### config.mk
export PLATFORM = sky130hd
export DESIGN_NAME = wb_snoop_initiator
export DESIGN_NICKNAME = d
export VERILOG_FILES = /design/src/rtl/wb_snoop_initiator.sv
export SDC_FILE = /design/constraint.sdc
export NUM_CORES = 1
export LEC_CHECK = 0
export BUFFER_PORTS_ARGS = -buffer_cell sky130_fd_sc_hd__clkbuf_2
export CAP_MARGIN = 5
export CELL_PAD_IN_SITES_DETAIL_PLACEMENT = 2
export CELL_PAD_IN_SITES_GLOBAL_PLACEMENT = 2
export CORE_MARGIN = 2
export CORE_UTILIZATION = 27
export CTS_BUF_LIST = sky130_fd_sc_hd__clkbuf_4 sky130_fd_sc_hd__clkbuf_8 sky130_fd_sc_hd__clkbuf_16
export DETAILED_ROUTE_END_ITERATION = 8
export HOLD_SLACK_MARGIN = 0.06
export PLACE_DENSITY = 0.77
export SETUP_SLACK_MARGIN = 0.02
export SLEW_MARGIN = 20
export SYNTH_ARGS = -nofsm -noshare
export SYNTH_HDL_FRONTEND = slang
export SYNTH_SLANG_ARGS = --single-unit
### constraint.sdc
create_clock -name wb_clk_i -period 2.1 [get_ports wb_clk_i]
set_input_delay 0 -clock wb_clk_i [delete_from_list [all_inputs] [get_ports wb_clk_i]]
set_output_delay 0 -clock wb_clk_i [all_outputs]
set_load 0.005 [all_outputs]
### src/rtl/wb_snoop_initiator.sv
// wb_snoop_initiator
// Initiator side of the per-core snoop interface. Every granted data-bus beat
// is snooped in all cores except its requester. Reads that hit in a peer are
// answered with the snooped data, and everything else goes to memory as a
// classic single transfer.
// Optional build macro: WB_SNOOP_INITIATOR_STATS_EN adds the saturating
// stat_snoops_o / stat_hits_o counters.
module wb_snoop_initiator #(
  parameter int NUM_CORES     = 2,
  parameter int ID_WIDTH      = 2,
  parameter int SNOOP_TIMEOUT = 16
) (
  input  logic                      wb_clk_i,
  input  logic                      wb_rst_ni,
  input  logic [31:0]               m_adr_i,
  input  logic [31:0]               m_dat_i,
  input  logic [3:0]                m_sel_i,
  input  logic                      m_we_i,
  input  logic                      m_cyc_i,
  input  logic                      m_stb_i,
  input  logic [2:0]                m_cti_i,
  input  logic [1:0]                m_bte_i,
  input  logic [ID_WIDTH-1:0]       m_id_i,
  output logic [31:0]               m_dat_o,
  output logic                      m_ack_o,
  output logic                      m_err_o,
  output logic                      m_rty_o,
  output logic [31:0]               s_adr_o,
  output logic [31:0]               s_dat_o,
  output logic [3:0]                s_sel_o,
  output logic                      s_we_o,
  output logic                      s_cyc_o,
  output logic                      s_stb_o,
  output logic [2:0]                s_cti_o,
  output logic [1:0]                s_bte_o,
  input  logic [31:0]               s_dat_i,
  input  logic                      s_ack_i,
  input  logic                      s_err_i,
  input  logic                      s_rty_i,
  output logic [32*NUM_CORES-1:0]   snoop_adr_o,
  output logic [NUM_CORES-1:0]      snoop_req_o,
  input  logic [NUM_CORES-1:0]      snoop_ack_i,
  input  logic [NUM_CORES-1:0]      snoop_hit_i,
  input  logic [32*NUM_CORES-1:0]   snoop_dat_i
`ifdef WB_SNOOP_INITIATOR_STATS_EN
  ,
  output logic [31:0]               stat_snoops_o,
  output logic [31:0]               stat_hits_o
`endif
);

  localparam int TW = $clog2(SNOOP_TIMEOUT + 1);
  localparam logic [TW-1:0] TMO_LAST = TW'(SNOOP_TIMEOUT - 1);

  typedef enum logic [1:0] {
    ST_IDLE  = 2'd0,
    ST_SNOOP = 2'd1,
    ST_MEM   = 2'd2,
    ST_RESP  = 2'd3
  } state_t;

  state_t               state_r, state_s;
  logic [31:0]          adr_r, adr_s;
  logic [31:0]          dat_r, dat_s;
  logic [3:0]           sel_r, sel_s;
  logic                 we_r, we_s;
  logic [NUM_CORES-1:0] pending_r, pending_s;
  logic [NUM_CORES-1:0] pend_init_s, ack_s, hit_vec_s;
  logic                 hit_r, hit_s;
  logic [31:0]          hit_dat_r, hit_dat_s, first_hit_dat_s;
  logic [TW-1:0]        tmo_r, tmo_s;
  logic [31:0]          m_dat_r, m_dat_s;
  logic                 m_ack_r, m_ack_s;
  logic                 m_err_r, m_err_s;
  logic                 m_rty_r, m_rty_s;
  logic                 s_cyc_r, s_cyc_s;

  // Cycle type and burst type are not used: every beat is handled on its own.
  logic unused_s;
  assign unused_s = ^{m_cti_i, m_bte_i};

  // Next-state and next-output logic for the beat sequencer.
  always_comb begin
    state_s   = state_r;
    adr_s     = adr_r;
    dat_s     = dat_r;
    sel_s     = sel_r;
    we_s      = we_r;
    pending_s = pending_r;
    hit_s     = hit_r;
    hit_dat_s = hit_dat_r;
    tmo_s     = tmo_r;
    m_dat_s   = m_dat_r;
    m_ack_s   = 1'b0;
    m_err_s   = 1'b0;
    m_rty_s   = 1'b0;
    s_cyc_s   = s_cyc_r;

    // A core master is never snooped in its own cache. A non-core id snoops every core.
    pend_init_s = {NUM_CORES{1'b1}};
    for (int k = 0; k < NUM_CORES; k++) begin
      if (32'(m_id_i) == 32'(k)) begin
        pend_init_s[k] = 1'b0;
      end else begin
        pend_init_s[k] = 1'b1;
      end
    end

    // Only acks on outstanding requests count. Among same-cycle hits the lowest index wins.
    ack_s           = snoop_ack_i & pending_r;
    hit_vec_s       = ack_s & snoop_hit_i;
    first_hit_dat_s = hit_dat_r;
    for (int k = NUM_CORES - 1; k >= 0; k--) begin
      first_hit_dat_s = hit_vec_s[k] ? snoop_dat_i[32*k +: 32] : first_hit_dat_s;
    end

    case (state_r)
      ST_IDLE: begin
        tmo_s = '0;
        hit_s = 1'b0;
        if (m_cyc_i && m_stb_i) begin
          adr_s     = m_adr_i;
          dat_s     = m_dat_i;
          sel_s     = m_sel_i;
          we_s      = m_we_i;
          pending_s = pend_init_s;
          if (pend_init_s != {NUM_CORES{1'b0}}) begin
            state_s = ST_SNOOP;
          end else begin
            state_s = ST_MEM;
            s_cyc_s = 1'b1;
          end
        end else begin
          state_s = ST_IDLE;
        end
      end

      ST_SNOOP: begin
        if (!m_cyc_i) begin
          // Master abandoned the cycle: withdraw all requests, no response.
          pending_s = {NUM_CORES{1'b0}};
          state_s   = ST_IDLE;
        end else begin
          // An earlier captured hit keeps its data. Later hits only confirm the flag.
          if (!hit_r && (hit_vec_s != {NUM_CORES{1'b0}})) begin
            hit_s     = 1'b1;
            hit_dat_s = first_hit_dat_s;
          end else begin
            hit_s     = hit_r;
            hit_dat_s = hit_dat_r;
          end
          pending_s = pending_r & ~ack_s;
          tmo_s     = tmo_r + TW'(1);
          if (pending_s == {NUM_CORES{1'b0}}) begin
            if (!we_r && hit_s) begin
              state_s = ST_RESP;
            end else begin
              state_s = ST_MEM;
              s_cyc_s = 1'b1;
            end
          end else if (tmo_r == TMO_LAST) begin
            m_err_s   = 1'b1;
            pending_s = {NUM_CORES{1'b0}};
            state_s   = ST_IDLE;
          end else begin
            state_s = ST_SNOOP;
          end
        end
      end

      ST_MEM: begin
        if (!m_cyc_i) begin
          s_cyc_s = 1'b0;
          state_s = ST_IDLE;
        end else if (s_ack_i) begin
          m_ack_s = 1'b1;
          m_dat_s = s_dat_i;
          s_cyc_s = 1'b0;
          state_s = ST_IDLE;
        end else if (s_err_i) begin
          m_err_s = 1'b1;
          m_dat_s = s_dat_i;
          s_cyc_s = 1'b0;
          state_s = ST_IDLE;
        end else if (s_rty_i) begin
          m_rty_s = 1'b1;
          m_dat_s = s_dat_i;
          s_cyc_s = 1'b0;
          state_s = ST_IDLE;
        end else begin
          state_s = ST_MEM;
        end
      end

      ST_RESP: begin
        m_ack_s = 1'b1;
        m_dat_s = hit_dat_r;
        state_s = ST_IDLE;
      end

      default: begin
        pending_s = {NUM_CORES{1'b0}};
        s_cyc_s   = 1'b0;
        state_s   = ST_IDLE;
      end
    endcase
  end

  // State, latched beat fields and registered outputs.
  always_ff @(posedge wb_clk_i or negedge wb_rst_ni) begin
    if (!wb_rst_ni) begin
      state_r   <= ST_IDLE;
      adr_r     <= 32'h0000_0000;
      dat_r     <= 32'h0000_0000;
      sel_r     <= 4'h0;
      we_r      <= 1'b0;
      pending_r <= {NUM_CORES{1'b0}};
      hit_r     <= 1'b0;
      hit_dat_r <= 32'h0000_0000;
      tmo_r     <= '0;
      m_dat_r   <= 32'h0000_0000;
      m_ack_r   <= 1'b0;
      m_err_r   <= 1'b0;
      m_rty_r   <= 1'b0;
      s_cyc_r   <= 1'b0;
    end else begin
      state_r   <= state_s;
      adr_r     <= adr_s;
      dat_r     <= dat_s;
      sel_r     <= sel_s;
      we_r      <= we_s;
      pending_r <= pending_s;
      hit_r     <= hit_s;
      hit_dat_r <= hit_dat_s;
      tmo_r     <= tmo_s;
      m_dat_r   <= m_dat_s;
      m_ack_r   <= m_ack_s;
      m_err_r   <= m_err_s;
      m_rty_r   <= m_rty_s;
      s_cyc_r   <= s_cyc_s;
    end
  end

  assign m_dat_o     = m_dat_r;
  assign m_ack_o     = m_ack_r;
  assign m_err_o     = m_err_r;
  assign m_rty_o     = m_rty_r;
  assign s_adr_o     = adr_r;
  assign s_dat_o     = dat_r;
  assign s_sel_o     = sel_r;
  assign s_we_o      = we_r;
  assign s_cyc_o     = s_cyc_r;
  assign s_stb_o     = s_cyc_r;
  assign s_cti_o     = s_cyc_r ? 3'b111 : 3'b000;
  assign s_bte_o     = 2'b00;
  assign snoop_req_o = pending_r;
  assign snoop_adr_o = {NUM_CORES{{adr_r[31:2], 2'b00}}};

`ifdef WB_SNOOP_INITIATOR_STATS_EN
  logic [31:0] stat_snoops_r;
  logic [31:0] stat_hits_r;

  // Saturating counters: snoop broadcasts started and reads answered from a peer.
  always_ff @(posedge wb_clk_i or negedge wb_rst_ni) begin
    if (!wb_rst_ni) begin
      stat_snoops_r <= 32'h0000_0000;
      stat_hits_r   <= 32'h0000_0000;
    end else begin
      if ((state_r == ST_IDLE) && (state_s == ST_SNOOP) && (stat_snoops_r != 32'hFFFF_FFFF)) begin
        stat_snoops_r <= stat_snoops_r + 32'd1;
      end
      if ((state_r == ST_RESP) && (stat_hits_r != 32'hFFFF_FFFF)) begin
        stat_hits_r <= stat_hits_r + 32'd1;
      end
    end
  end

  assign stat_snoops_o = stat_snoops_r;
  assign stat_hits_o   = stat_hits_r;
`endif

endmodule

==> metrics.md, run 1 <==
| Metric | Value |
|---|---|
| Outcome | complete, no violations |
| CTS H-tree lvls | 4 |
| CTS buffer count | 17 |
| Final HPWL DP | 17.5 mm |
| Leak | 5.47 nW |
| Clock Path Buffers | 2 |
| Drt total wl | 29.9 mm |
| Setup TNS | 0 ns |
| Vias per std cell | 4.55 |
| Nets | 1234 |
| Crit Path Category | flop to flop |
| #FFs+latches synth | 147 |
| First-pass GRT wire length | 44.3 mm |
| Fill cells | 2588 |
| Power Dens Cells | 892 nW/um2 |
| Critical Path RT | 2.38 ns |
| Floorplan row count | 58 |
| Top Ports | 360 |
| Clock Latency Late Sink | 0.42 ns |
| Fmax | 509 MHz |
| Drt wl/cell | 21.5 um |
| Post-synth EDFFs | 0 |
| Mapped Area | 6940 um2 |
| Leading area contributor after synthesis | dfrtp_1 |
| Total gr overflow | 0 |
| Vias in the first global route | 7470 |
| Clock sink total | 147 |
| Initial antenna violation count | 5 |
| Min Tclk post-route | 1.96 ns |
| Dominant synthesized flop cell | dfrtp_1 |
| Die W | 164 um |
| Largest cells by area after synthesis | dfrtp_1, mux2_2, mux2i_1 |
| Worst Hold Class | input port to flop |
| Setup violators final | 0 |
| Critical-path maximum fanout | 17 |
| Critical Path Source Type | flop |
| Max VDD drop | 0.368 mV |
| Pwr Total | 9.86 mW |
| Remaining DRCs | 0 |
| Share of layout cells above drive strength 1 | 47.4% |
| Hold Violations, Final | 0 |
| Fin. max-slew vios | 0 |
| Root buffer cell | clkbuf_16 |
| P&R area growth vs syn | 59.2% |
| Critical Path Sink Type | flop |
| Global Route Usage Sum | 21.9% |
| Die area | 27000 um2 |
| Count of cell types in the netlist | 34 |
| Die H | 164 um |
| Drt pass-1 iters | 5 |
| Seq/Total Area, Yosys | 53.0% |
| Synthesized area per cell | 12.0 um2 |
| Part of the cycle the worst path needs | 93.5% |
| Synth top area share | 53.0% |
| Maximum number of pins on one net before global-route repair | 67 |
| Count leader, synth | dfrtp_1 |
| Core box area | 25200 um2 |
| Iter 0 DRT Violations | 143 |
| Top cells by count, synth | dfrtp_1, buf_4, mux2_2 |
| RSZ-0062 raised after global routing | false |
| Reg clk slew, reported paths | 0.07 ns |
| Via Count | 6337 |
| Ys async rst share | 100% |
| Critical path arrival | 2.24 ns |
| ANT nets after route | 0 |
| Post-Synthesis Cells | 580 |
| Yosys warns | 0 |
| Port Buf Inserts | 348 |
| Initial Util | 27.6% |
| TritonCTS clock tree | built |
| Gpl congestion | 0.743 |
| Max-cap violation count | 0 |
| Clock skew | 0.0109 ns |
placed cells by master (no fill, tap or decap), types with 9 or more instances in the layout:
cell,count
clkbuf_16,18
nand2_1,37
inv_1,9
buf_12,9
a21oi_2,28
o21ai_0,37
nor2_1,39
mux2_2,70
mux2i_1,63
clkbuf_2,347
dfrtp_1,147
dlygate4sd3_1,176
timing repair:
action / in CTS / in global routing
resized for setup: 0 / 2
hold endpoints to repair: 286 / 0
hold buffers: 177 / 0
setup endpoints to repair: 0 / 3
buffers inserted: 0 / 0
worst paths after layout:
| kind | from | endpoint | slack, ns | cells after the start |
|---|---|---|---|---|
| min in group asynchronous | wb_rst_ni | m_dat_o[26] | 0.16 | 3 |
| setup reg to reg | snoop_req_o[0] | hit_dat_r[3] | 0.14 | 5 |
| max in group asynchronous | wb_rst_ni | m_dat_o[10] | 1.55 | 3 |
| setup / recovery | snoop_req_o[0] | hit_dat_r[3] | 0.14 | 5 |
| hold / removal | m_stb_i | snoop_req_o[0] | 0.1 | 3 |
| hold reg to reg | m_dat_o[28] | m_dat_o[28] | 0.48 | 2 |
sequential cells by signal, indices dropped and copies added (netlist names):
signal	flops
hit_dat_r	32
state_r	2
s_adr_o	32
m_rty_o	1
m_ack_o	1
hit_r	1
m_err_o	1
s_cyc_o	1
s_sel_o	4
tmo_r	5
s_we_o	1
s_dat_o	32
snoop_req_o	2
m_dat_o	32
power breakdown:
group	internal (mW)	switching (mW)	leakage, nW
clock	1.69	1.36	0.275
combinational	1.36	1.25	3.41
sequential	3.58	0.619	1.79
worst max-delay path, stage by stage (launching register included):
cell and delay [ns]:
dfrtp_1 0.44, nand3_4 0.19, buf_12 0.21, mux2i_1 0.26, dlygate4sd3_1 0.60, a21oi_1 0.08
kinds of logic (layout without fill, tap and decap cells):
| group | count (synthesis) | after routing | share of synthesized area [%] |
|---|---|---|---|
| AO/OA/AOI/OAI | 89 | 89 | 8.78 |
| XOR/XNOR | 3 | 3 | 0.379 |
| adder cells (fa/ha/maj) | 7 | 7 | 1.26 |
| buffers and inverters | 109 | 581 | 10.6 |
| flip-flops | 147 | 147 | 53.0 |
| multiplexers | 134 | 134 | 20.6 |
| other | 1 | 11 | 0.0540 |
| AND/OR/NAND/NOR | 90 | 90 | 5.35 |
area by class of cell:
cell class / instances / area [um2] / share of cell area, %
repair buffers: 540 / 3760 / 34.0
flip-flops and latches: 147 / 3680 / 33.3
multi-input cells: 329 / 2580 / 23.3
clock buffers: 18 / 433 / 3.92
well taps: 330 / 413 / 3.73
clock inverters: 14 / 145 / 1.31
inverters: 9 / 33.8 / 0.306
diodes: 5 / 12.5 / 0.113
layer usage:
| metal | global-route usage (%) | vias up | wire length [um] |
|---|---|---|---|
| met4 | 7.70 | 0 | 816 |
| met1 | 23.7 | 3164 | 11400 |
| met5 | 0 | - | 0 |
| met2 | 40.7 | 278 | 15800 |
| li1 | - | 2845 | - |
| met3 | 5.91 | 50 | 1930 |
metrics by stage:
step / std cells / cell area [um2] / utilization [%] / setup slack (ns) / hold slack (ns)
2_1_floorplan: 585 / 6960 / - / 0.474 / -0.296
3_3_place_gp: 1177 / 8650 / 34.3 / 0.339 / -0.0912
3_5_place_dp: 1177 / 8650 / 34.3 / 0.246 / -0.0863
4_1_cts: 1386 / 11000 / 43.7 / 0.171 / 0.102
5_1_grt: 1392 / 11100 / 43.9 / 0.0391 / 0.111
6_report: 1392 / 11100 / 43.9 / 0.137 / 0.0963
No activity file was read; power rests on OpenSTA's default activity.
==> inputs of run 2 (changes only) <==
Settings changed: CORE_MARGIN 2 to not set, CTS_CLUSTER_SIZE set to 8, RECOVER_POWER set to 50.
==> metrics.md, run 2 (synthesis results as in run 1) <==
| Metric | Value |
|---|---|
| Clock Path Buffers | 2 |
| CTS H-tree lvls | 4 |
| Reg clk slew, reported paths | 0.07 ns |
| Critical path arrival | 2.31 ns |
| Hold Path Depth | 5 |
| Initial Util | 27.6% |
| Share of layout cells above drive strength 1 | 40.2% |
| Clock skew | 0.0112 ns |
| Leak | 5.25 nW |
| Failing checks | capacitance limit, slew limit |
| Gpl congestion | 0.749 |
| Fmax | 495 MHz |
| Global Route Usage Sum | 21.8% |
| Floorplan row count | 58 |
| Via Count | 6300 |
| Clock Latency Late Sink | 0.41 ns |
| Drt pass-1 iters | 4 |
| Critical Path Source Type | flop |
| Max-cap violation count | 3 |
| Crit Path Category | flop to flop |
| ANT nets after route | 0 |
| Setup violators final | 0 |
| Switching share of total power | 31.8% |
| Final HPWL DP | 16.9 mm |
| Fill cells | 2616 |
| Critical Path Sink Type | flop |
| Remaining DRCs | 0 |
| Drt wl/cell | 21.1 um |
| Die H | 162 um |
| P&R area growth vs syn | 57.4% |
| Setup TNS | 0 ns |
| First-pass GRT wire length | 43.3 mm |
| Final core utilization | 43.4% |
| Most frequent cells in the layout | clkbuf_2, dlygate4sd3_1, dfrtp_1, clkbuf_1, mux2_2 |
| Leading cell type in the layout, fill and taps excluded | clkbuf_2 |
| Initial antenna violation count | 0 |
| Worst slew pin tran | 1.61 ns |
| Power Dens Cells | 907 nW/um2 |
| Hold Violations, Final | 0 |
| Vias per std cell | 4.55 |
| Maximum number of pins on one net before global-route repair | 65 |
| Net Sw Power | 3.16 mW |
| Critical Path RT | 2.39 ns |
| Setup bufs post-CTS | 0 |
| Min Tclk post-route | 2.02 ns |
| Outcome | finished with violations |
| FF+latch area | 3680 um2 |
| Int Power | 6.76 mW |
| Comb power frac | 25.3% |
| Clock sink total | 147 |
| Relative slew slack | -7.33% |
| Part of the cycle the worst path needs | 96.1% |
| Worst Hold Class | input port to flop |
| TritonCTS clock tree | built |
| Port Buf Inserts | 348 |
| Die W | 162 um |
| CTS buffer count | 17 |
| Multi-input combinational cell area | 2580 um2 |
| Total gr overflow | 0 |
| Clk pwr share | 32.6% |
| Root buffer cell | clkbuf_16 |
| Non-Filler Instances | 1386 |
| Iter 0 DRT Violations | 147 |
| Top Ports | 360 |
| Worst Reg2Reg Path Length in Cells | 5 |
| RSZ-0062 raised after global routing | false |
| Drt total wl | 29.3 mm |
| Fin. max-slew vios | 150 |
| Critical-path maximum fanout | 17 |
| Max VDD drop | 0.360 mV |
| Vias in the first global route | 7280 |
| Antenna cells | 0 |
| Reg power frac | 42.1% |
| Placed instance count | 1176 |
| Die area | 26400 um2 |
| Core box area | 25200 um2 |
| Nets | 1234 |
==> run 2: cell types whose count changed in the layout (fill, tap and decap cells not counted), sizes merged <==
cell / delta
buf: -5
bufinv: +2
clkbuf: +3
clkinv: +1
clkinvlp: -2
diode: -5
dlygate4sd3: +1
dlymetal6s4s: +1
inv: -2
==> run 2: critical path, cell delays in order (launching register included) <==
cell and delay, ns:
dfrtp_1 0.44, nand3_4 0.19, buf_12 0.21, mux2i_2 0.28, dlygate4sd3_1 0.66, a21oi_2 0.08
==> run 2: metal layers <==
layer	global-route usage (%)	vias up	wire, um
met3	4.94	39	1700
li1	-	2836	-
met1	23.8	3160	11000
met4	8.40	0	741
met5	0	-	0
met2	40.6	265	15800
==> run 2: power groups by stage <==
stage                     logic, mW  clock network, mW  registers, mW
after CTS                      2.49               3.32           4.12
after floorplan                1.26                  0           4.05
after detailed placement       2.19                  0           4.18
after global placement         2.08                  0           4.12
after global routing           2.75               3.45           4.26
final                          2.51               3.23           4.17
==> run 2: worst paths after layout <==
kind / end / slack, ns / startpoint
worst max-delay path: hit_dat_r[5] / 0.08 / snoop_req_o[0]
min in group asynchronous: m_dat_o[0] / 0.65 / wb_rst_ni
max in group asynchronous: s_dat_o[10] / 0.40 / wb_rst_ni
worst min-delay path: hit_r / 0.20 / snoop_hit_i[1]
worst max register to register: hit_dat_r[5] / 0.08 / snoop_req_o[0]
worst min register to register: m_dat_o[13] / 0.48 / m_dat_o[13]
==> run 2: stage by stage <==
step           area, um2  setup slack, ns  power (mW)  hold slack, ns
2_1_floorplan       6960            0.474        5.31          -0.296
3_3_place_gp        8630            0.293        6.19         -0.0844
3_5_place_dp        8630            0.220        6.37         -0.0830
4_1_cts            11000            0.139        9.93           0.106
5_1_grt            10900           0.0466        10.5           0.243
6_report           10900           0.0812        9.91           0.200
==> run 2: repair_timing <==
action | CTS | global route
resized for setup | 0 | 3
endpoints found under the hold margin | 287 | 0
hold buffers | 178 | 0
setup endpoints to repair | 0 | 5
==> run 2: layout make-up <==
class,instances,share of cell area [%]
clock inverters,13,1.59
clock buffers,18,3.96
inverters,9,0.309
multi-input cells,329,23.6
repair buffers,540,33.1
flip-flops and latches,147,33.7
well taps,330,3.78
==> inputs of run 3 (changes only) <==
--- a/constraint.sdc
+++ b/constraint.sdc
@@ -3,2 +3,2 @@
 set_output_delay 0 -clock wb_clk_i [all_outputs]
-set_load 0.005 [all_outputs]
+set_load 0.02 [all_outputs]
==> metrics.md, run 3 (synthesis results as in run 1) <==
| Metric | Value |
|---|---|
| Outcome | finished with violations |
| Failing checks | capacitance limit, slew limit |
| Maximum number of pins on one net before global-route repair | 65 |
| Vias per std cell | 4.55 |
| Crit Path Category | flop to flop |
| Die W | 162 um |
| P&R area growth vs syn | 57.2% |
| Critical-path maximum fanout | 17 |
| Clock skew | 0.0114 ns |
| Clock sink total | 147 |
| Hold Violations, Final | 0 |
| Global Route Usage Sum | 21.8% |
| Non-Filler Instances | 1386 |
| RSZ-0062 raised after global routing | false |
| Setup violators final | 0 |
| Dpl ws | 0.220 ns |
| Antenna cells | 0 |
| Worst Hold Class | input port to flop |
| Iter 0 DRT Violations | 155 |
| Critical Path Start | snoop_req_o[0] |
| Gpl congestion | 0.749 |
| Remaining DRCs | 0 |
| Relative slew slack | -7.40% |
| Clock Path Buffers | 2 |
| Fin. max-slew vios | 150 |
| Leak | 5.21 nW |
| Reg clk slew, reported paths | 0.07 ns |
| Placed instance count | 1176 |
| Critical Path Sink Type | flop |
| Root buffer cell | clkbuf_16 |
| WL met1 | 11.0 mm |
| Reg-to-reg critical path startpoint | snoop_req_o[0] |
| Setup TNS | 0 ns |
| Floorplan row count | 58 |
| Final setup margin | 0.0814 ns |
| Share of layout cells above drive strength 1 | 39.2% |
| Final core utilization | 43.4% |
| Worst slew pin tran | 1.61 ns |
| Highest metal used | met4 |
| Drt total wl | 29.3 mm |
| Net Sw Power | 3.96 mW |
| Clk pwr share | 30.1% |
| Min Tclk post-route | 2.02 ns |
| TritonCTS clock tree | built |
| Hold Path Depth | 5 |
| Most frequent cells in the layout | clkbuf_2, dlygate4sd3_1, dfrtp_1, clkbuf_1, mux2_2 |
| CTS H-tree lvls | 4 |
| R2r setup slk | 0.08 ns |
| Drt pass-1 iters | 4 |
| Critical path arrival | 2.31 ns |
| Wire length on met2 | 15.8 mm |
| Top Ports | 360 |
| Max-cap violation count | 3 |
| Pwr Total | 10.7 mW |
| Initial Util | 27.6% |
| Max VDD drop | 0.390 mV |
| Total gr overflow | 0 |
| Switching share of total power | 37.0% |
| Int Power | 6.75 mW |
| Clock Latency Late Sink | 0.41 ns |
| Nets | 1234 |
| Final HPWL DP | 16.9 mm |
| Port Buf Inserts | 348 |
| Die area | 26400 um2 |
| Vias in the first global route | 7280 |
| Drt wl/cell | 21.1 um |
| Reg power frac | 39.0% |
| Die H | 162 um |
| Via Count | 6305 |
| First-pass GRT wire length | 43.3 mm |
| Fmax | 495 MHz |
| Power Dens Cells | 981 nW/um2 |
| Core box area | 25200 um2 |
| Critical Path RT | 2.39 ns |
| Worst Reg2Reg Path Length in Cells | 5 |
| Critical Path Source Type | flop |
| R2R Path End | hit_dat_r[5] |
| Leading cell type in the layout, fill and taps excluded | clkbuf_2 |
| ANT nets after route | 0 |
| Initial antenna violation count | 0 |
| Critical Path End | hit_dat_r[5] |
| CTS buffer count | 17 |
| Part of the cycle the worst path needs | 96.1% |
| Comb power frac | 30.9% |
| Met3 WL post-DR | 1.70 mm |
## run 3: cell count changes in the layout (fill, tap and decap cells not counted)
cell,previous run,this run
clkbuf_2,276,265
clkbuf_1,74,85
## run 3: layer usage
layer / GRT usage, % / vias to the layer above
met2: 40.6 / 265
met4: 8.40 / 0
met3: 4.94 / 39
met1: 23.8 / 3163
met5: 0 / -
li1: - / 2838
## run 3: worst max-delay path: stages (launching register included)
cell and delay [ns]:
dfrtp_1 0.44, nand3_4 0.19, buf_12 0.21, mux2i_2 0.28, dlygate4sd3_1 0.66, a21oi_2 0.08
## run 3: worst min path at each step
| stage | startpoint | to | slack (ns) |
|---|---|---|---|
| floorplan | wb_rst_ni | hit_dat_r[0] | -0.30 |
| global placement | wb_rst_ni | hit_dat_r[31] | -0.08 |
| finish | snoop_hit_i[1] | hit_r | 0.20 |
| detailed placement | wb_rst_ni | hit_dat_r[31] | -0.08 |
| global route | snoop_hit_i[1] | hit_r | 0.24 |
| CTS | wb_rst_ni | hit_dat_r[6] | 0.11 |
## run 3: final cells by class
class / count / area [um2]
clock buffers: 18 / 433
well taps: 330 / 413
multi-input cells: 329 / 2580
inverters: 9 / 33.8
repair buffers: 540 / 3600
fillers: 2623 / 14300
flip-flops and latches: 147 / 3680
clock inverters: 13 / 174
## run 3: power groups by stage
stage	clock network (mW)	registers, mW	logic (mW)
after floorplan	0	4.57	1.55
after global placement	0	4.12	2.88
after detailed placement	0	4.18	2.99
after CTS	3.32	4.12	3.30
after global routing	3.45	4.26	3.54
final	3.23	4.17	3.31
## run 3: per-stage QoR
stage	cell area (um2)	hold WS (ns)
2_1_floorplan	6960	-0.296
3_3_place_gp	8630	-0.0844
3_5_place_dp	8630	-0.0830
4_1_cts	11000	0.106
5_1_grt	10900	0.243
6_report	10900	0.200
## run 3: repair_timing
item,in CTS,in global routing
endpoints found under the setup margin,0,5
hold buffers,178,0
gates resized for setup,0,3
hold endpoints to repair,287,0
setup buffers,0,0
